==> src/rtl/adsr_gate_sequencer.sv <==
// Step sequencer driving the ADSR envelope gate/trigger from a programmable
// table of {enable, gate length, rest length} entries measured in ticks.
module adsr_gate_sequencer #(
   parameter int unsigned STEPS    = 8,
   parameter int unsigned TICK_DIV = 1000,
   parameter int unsigned LW       = 8
) (
   input  logic                       clk,
   input  logic                       rst,
   input  logic                       run,
   input  logic                       abort,
   input  logic                       wait_rel,
   input  logic                       env_idle,
   input  logic                       wr_en,
   input  logic [$clog2(STEPS)-1:0]   wr_addr,
   input  logic [2*LW:0]              wr_data,
   output logic                       gate,
   output logic                       trig,
   output logic [$clog2(STEPS)-1:0]   step_idx,
   output logic                       step_done,
   output logic                       busy
);

   localparam int unsigned SW = $clog2(STEPS);
   localparam int unsigned PW = (TICK_DIV > 1) ? $clog2(TICK_DIV) : 1;
   localparam int unsigned DW = 2 * LW + 1;
   localparam int unsigned CW = LW + 1;
   localparam logic [DW-1:0] RST_ENTRY = {1'b1, LW'(4), LW'(4)};

   typedef enum logic [2:0] {
      S_IDLE,
      S_LOAD,
      S_GATE,
      S_REST,
      S_HOLD,
      S_ADV
   } state_t;

   state_t          r_state;
   state_t          w_nxt;
   logic [DW-1:0]   r_tab [STEPS];
   logic [PW-1:0]   r_pre;
   logic [CW-1:0]   r_left;
   logic [CW-1:0]   r_rest;
   logic [SW-1:0]   r_step_idx;
   logic            r_gate;
   logic            r_trig;
   logic            r_step_done;
   logic            r_busy;

   logic [DW-1:0]   w_ent;
   logic            w_en;
   logic [LW-1:0]   w_glen;
   logic [LW-1:0]   w_rlen;
   logic [CW-1:0]   w_g;
   logic [CW-1:0]   w_r;
   logic [CW-1:0]   w_load_len;
   logic [CW-1:0]   w_rest_len;
   logic            w_tick;
   logic            w_last;
   logic            w_gate_nxt;
   logic            w_trig_nxt;
   logic            w_done_nxt;
   logic            w_busy_nxt;

   // Entry of the current step; zero lengths are stretched to one tick
   assign w_ent      = r_tab[r_step_idx];
   assign w_en       = w_ent[DW-1];
   assign w_glen     = w_ent[DW-2:LW];
   assign w_rlen     = w_ent[LW-1:0];
   assign w_g        = (w_glen == '0) ? CW'(1) : CW'(w_glen);
   assign w_r        = (w_rlen == '0) ? CW'(1) : CW'(w_rlen);
   assign w_load_len = w_en ? w_g : (w_g + w_r);
   assign w_rest_len = w_en ? w_r : (w_g + w_r);
   assign w_tick     = (r_pre == PW'(TICK_DIV - 1));
   assign w_last     = w_tick && (r_left == CW'(1));

   // Next state and next registered outputs
   always_comb begin
      w_nxt      = r_state;
      w_gate_nxt = 1'b0;
      w_trig_nxt = 1'b0;
      w_done_nxt = 1'b0;
      w_busy_nxt = 1'b0;
      case (r_state)
         S_IDLE: if (run) w_nxt = S_LOAD;
         S_LOAD: w_nxt = w_en ? S_GATE : S_REST;
         S_GATE: if (w_last) w_nxt = S_REST;
         S_REST: if (w_last) w_nxt = (wait_rel && !env_idle) ? S_HOLD : S_ADV;
         S_HOLD: if (env_idle) w_nxt = S_ADV;
         S_ADV:  w_nxt = run ? S_LOAD : S_IDLE;
         default: w_nxt = S_IDLE;
      endcase
      if (abort) w_nxt = S_IDLE;
      w_gate_nxt = (w_nxt == S_GATE);
      w_trig_nxt = (r_state == S_LOAD) && (w_nxt == S_GATE);
      w_done_nxt = (w_nxt == S_ADV);
      w_busy_nxt = (w_nxt != S_IDLE);
   end

   always_ff @(posedge clk) begin
      if (rst) begin
         r_state     <= S_IDLE;
         r_gate      <= 1'b0;
         r_trig      <= 1'b0;
         r_step_done <= 1'b0;
         r_busy      <= 1'b0;
      end else begin
         r_state     <= w_nxt;
         r_gate      <= w_gate_nxt;
         r_trig      <= w_trig_nxt;
         r_step_done <= w_done_nxt;
         r_busy      <= w_busy_nxt;
      end
   end

   // Tick prescaler, restarted on every GATE/REST entry so lengths are exact
   always_ff @(posedge clk) begin
      if (rst || abort) begin
         r_pre <= '0;
      end else if ((w_nxt == S_GATE && r_state != S_GATE) ||
                   (w_nxt == S_REST && r_state != S_REST)) begin
         r_pre <= '0;
      end else if (r_state != S_IDLE) begin
         r_pre <= w_tick ? '0 : (r_pre + PW'(1));
      end
   end

   // Remaining ticks in the current GATE or REST phase
   always_ff @(posedge clk) begin
      if (rst) begin
         r_left <= '0;
         r_rest <= '0;
      end else begin
         case (r_state)
            S_LOAD: begin
               r_left <= w_load_len;
               r_rest <= w_rest_len;
            end
            S_GATE: begin
               if (w_last)      r_left <= r_rest;
               else if (w_tick) r_left <= r_left - CW'(1);
            end
            S_REST: if (w_tick) r_left <= r_left - CW'(1);
            default: r_left <= r_left;
         endcase
      end
   end

   always_ff @(posedge clk) begin
      if (rst || abort)           r_step_idx <= '0;
      else if (r_state == S_ADV)  r_step_idx <= r_step_idx + SW'(1);
   end

   // Step table; a write lands after the LOAD that reads the same entry
   always_ff @(posedge clk) begin
      if (rst) begin
         for (int unsigned i = 0; i < STEPS; i++) r_tab[i] <= RST_ENTRY;
      end else if (wr_en) begin
         r_tab[wr_addr] <= wr_data;
      end
   end

   assign gate      = r_gate;
   assign trig      = r_trig;
   assign step_idx  = r_step_idx;
   assign step_done = r_step_done;
   assign busy      = r_busy;

endmodule

==> config.mk <==
export PLATFORM = sky130hd
export DESIGN_NAME = adsr_gate_sequencer
export DESIGN_NICKNAME = d
export VERILOG_FILES = /design/src/rtl/adsr_gate_sequencer.sv
export SDC_FILE = /design/constraint.sdc
export NUM_CORES = 1
export LEC_CHECK = 0
export BUFFER_PORTS_ARGS = -buffer_cell sky130_fd_sc_hd__buf_4
export CAP_MARGIN = 20
export CORE_UTILIZATION = 49
export DETAILED_ROUTE_END_ITERATION = 7
export PLACE_DENSITY = 0.65
export SYNTH_ARGS = -nofsm -noshare
export SYNTH_HDL_FRONTEND = slang
export SYNTH_SLANG_ARGS = --single-unit
==> constraint.sdc <==
create_clock -name clk -period 9.4 [get_ports clk]
set_clock_uncertainty 0.2 [all_clocks]
set_input_delay 1.41 -clock clk [delete_from_list [all_inputs] [get_ports clk]]
set_output_delay 1.41 -clock clk [all_outputs]
set_load 0.005 [all_outputs]
==> results.json <==
{
  "cap_violations": 0,
  "area_delta_synth_final_pct": 11.44,
  "clk_latency_ps": 440,
  "status": "finished, violations left",
  "finalCritPeriodShare_pct": 50.91,
  "timing.hold.ws_ps": 286.5,
  "synth_enable_flop_cells": 136,
  "cts.clk_slew.worst_paths_ps": 70,
  "drc": 6,
  "post-route-min-period_ps": 4785,
  "cts_setup_buffers": 0,
  "numCtsBuffers": 17,
  "num_vias": 6306,
  "switching_share_pct": 25.27,
  "pwr-share-seq_pct": 51.2,
  "die_y_um": 138.5,
  "num_antenna_cells": 0,
  "rows": 49,
  "yosysUniqueCellTypes": 65,
  "min_from": "r_pre[8]$_SDFFE_PP0N_",
  "drive_above_1_share_pct": 18.07,
  "drv_slew": 0,
  "ant_nets": 0,
  "yosys-top-cells-count": "136 x edfxtp_1, 115 x and2_1, 66 x nand2_1",
  "root_buffer": "clkbuf_16",
  "final_area_um2": 10170,
  "synth_top_cell_by_area": "edfxtp_1",
  "grt_usage_pct": 24.82,
  "ioPinCount": 34,
  "hold_path.class": "flop to flop",
  "syn_area_um2": 9124,
  "cp-end-kind": "flop",
  "n_fill_cell": 1515,
  "hold-path-endpoint": "r_pre[8]$_SDFFE_PP0N_",
  "violations": "DRC",
  "die_width_um": 138.5,
  "yosysSeqAreaShare_pct": 53.76,
  "dpl-instance-area_um2": 9588,
  "critPathLaunchType": "flop",
  "synth.net_count": 823,
  "fin_setup_tns_ps": 0,
  "grt_max_degree": 65,
  "setup_slack_ps": 4615,
  "rsz0062_at_grt": "false",
  "h-tree-depth": 4,
  "nets": 846,
  "port_buffers": 33,
  "hold_path_depth": 2,
  "cts_tree": "yes",
  "cp.required_ps": 9540,
  "r2r_end": "r_left[4]$_SDFFE_PP0P_",
  "critPathKind": "flop to flop",
  "synth_top_area_share_pct": 44.76,
  "first_pass_iters": 7,
  "async_reset_ff_share_pct": 0,
  "cp_max_fo": 64,
  "grt_pass1_wl_mm": 35.88,
  "ys_top_cells_by_area": "edfxtp_1 45%, dfxtp_1 9.0%, and2_1 7.9%",
  "start_util_pct": 50.45,
  "coreArea_um2": 18090,
  "p_leak_nw": 3.501,
  "dieArea_um2": 19170,
  "max_freq_ghz": 0.2090,
  "cp.arrival_ps": 4920,
  "place_congestion": 0.9136,
  "setup_violations": 0,
  "drt-total-wl_mm": 22.85,
  "yosys.cell_count.top_type": "edfxtp_1",
  "syn_area_per_cell_um2": 11.65,
  "powerDensity_nw_per_um2": 174.5,
  "slew_headroom_pct": 25.59,
  "drtIter0Drc": 466,
  "peakVddDrop_uv": 128.5,
  "ctsResizeCount": 0,
  "comb_power_share_pct": 8.9,
  "grt-ovfl-total": 0,
  "r2r_slack_ps": 4610,
  "synthFlopType": "edfxtp_1",
  "place_ws_ps": 4691,
  "hpwl_mm": 14.81,
  "post_drt_wl_per_cell_um": 21.81,
  "p_switching_mw": 0.4482,
  "hold_buffers": 0,
  "clkPwrFrac_pct": 40.0,
  "grt_pass1_vias": 6311,
  "p_int_mw": 1.326,
  "tightest_slew_ps": 1112,
  "antenna_found_initial": 0,
  "avgViaCountPerCell": 6.017,
  "clock_path_buffers": 2,
  "cts.sinks": 177,
  "rr_worst_depth": 15,
  "yosysWarnings": 0,
  "yosys_register_bits": 177,
  "postSynthCellCount": 783,
  "hold_viol": 0
}
==> logic make-up (layout without fill, tap and decap cells) <==
logic type | after synthesis | count (layout) | share of synthesized area, %
adders and majority gates | 13 | 13 | 1.865
AOI/OAI and AO/OA | 90 | 90 | 7.145
DFF | 177 | 177 | 53.76
xor gates and xnor gates | 19 | 19 | 1.824
and+or+nand+nor | 365 | 365 | 21.82
buffers and inverters | 54 | 90 | 2.427
muxes | 65 | 65 | 11.16
==> power groups by stage <==
stage / Sequential, mW / Clock, mW / Combinational (mW)
detailed placement: 0.924 / 0 / 0.155
finish: 0.907 / 0.709 / 0.157
global placement: 0.922 / 0 / 0.153
global route: 0.911 / 0.748 / 0.171
floorplan: 0.913 / 0 / 0.105
CTS: 0.907 / 0.716 / 0.156
==> layer usage <==
layer	GRT usage, %	up-vias	wire [µm]
met5	0	-	0
met4	10.47	0	626
met3	4.641	44	1579
met2	41.17	241	10890
met1	32.04	3086	9754
li1	-	2935	-
==> worst max-delay path, stage by stage, from the launching register on <==
cell and delay (ps):
dfxtp_2 320, buf_4 620, or4b_2 650, o22ai_1 210, a22oi_1 140, a2111oi_0 450, a211o_1 220, ha_1 190
inv_1 50, fa_1 430, nor2b_1 190, o21ai_0 100, a21oi_1 230, mux2i_1 110, mux2_2 280, o311ai_0 240
==> state kept, by name, indices dropped and copies added, names as in the netlist, 3 cells and up, named ones only <==
| name | flops |
|---|---|
| r_left | 9 |
| r_tab | 136 |
| r_state | 3 |
| r_rest | 9 |
| step_idx | 3 |
| r_pre | 10 |
==> area by class of cell <==
class / instances / area [µm²] / area share, %
Clock buffer: 19 / 432.9 / 4.258
Timing Repair Buffer: 45 / 337.8 / 3.323
Sequential cell: 177 / 4907 / 48.26
Tap cell: 229 / 286.5 / 2.818
Multi-Input combinational cell: 552 / 4008 / 39.42
Inverter: 13 / 48.80 / 0.4799
Clock inverter: 13 / 146.4 / 1.440
==> metrics by stage <==
step,cells,utilization (%),power (mW)
final,1048,56.22,1.774
after global routing,1048,56.22,1.831
after CTS,1048,56.22,1.779
after detailed placement,1016,53.01,1.080
after global placement,1016,53.01,1.075
after floorplan,783,-,1.018
==> worst max path at each step <==
stage	from	end	slack, ps	cells after the start
floorplan	flop	r_left[4]$_SDFFE_PP0P_	5510	19
global placement	flop	r_left[4]$_SDFFE_PP0P_	4850	15
detailed placement	flop	r_left[4]$_SDFFE_PP0P_	4690	15
CTS	flop	r_left[4]$_SDFFE_PP0P_	4650	15
global route	flop	r_left[4]$_SDFFE_PP0P_	4350	15
finish	flop	r_left[4]$_SDFFE_PP0P_	4610	15
==> placed cells by master, fill, tap and decap left out, types with 3 or more instances in the layout <==
cell type  count
or2_2         13
a21oi_1       17
o21ai_0       11
nor3_1        13
xor2_1        10
o22ai_1        3
nor2b_1        7
nand4_1        5
nor2_1        59
buf_4         45
edfxtp_1     136
o221ai_1       4
inv_8          4
or3_1         25
a211oi_1       6
xnor2_1        9
nor4_1         6
mux2i_1       23
a211o_1        4
nand2b_1      11
nand3_1       18
mux4_2        28
and2_1       115
mux2_2        14
a311oi_1       4
or3b_2         3
dfxtp_1       39
or4_1          4
a31oi_1        4
or4b_2         4
ha_1          12
o311ai_0       4
inv_6          3
nand3b_1       3
nand2_1       66
o211ai_1       8
inv_1         12
o21bai_1       4
clkbuf_16     17
Power figures use the tool's default switching activity.
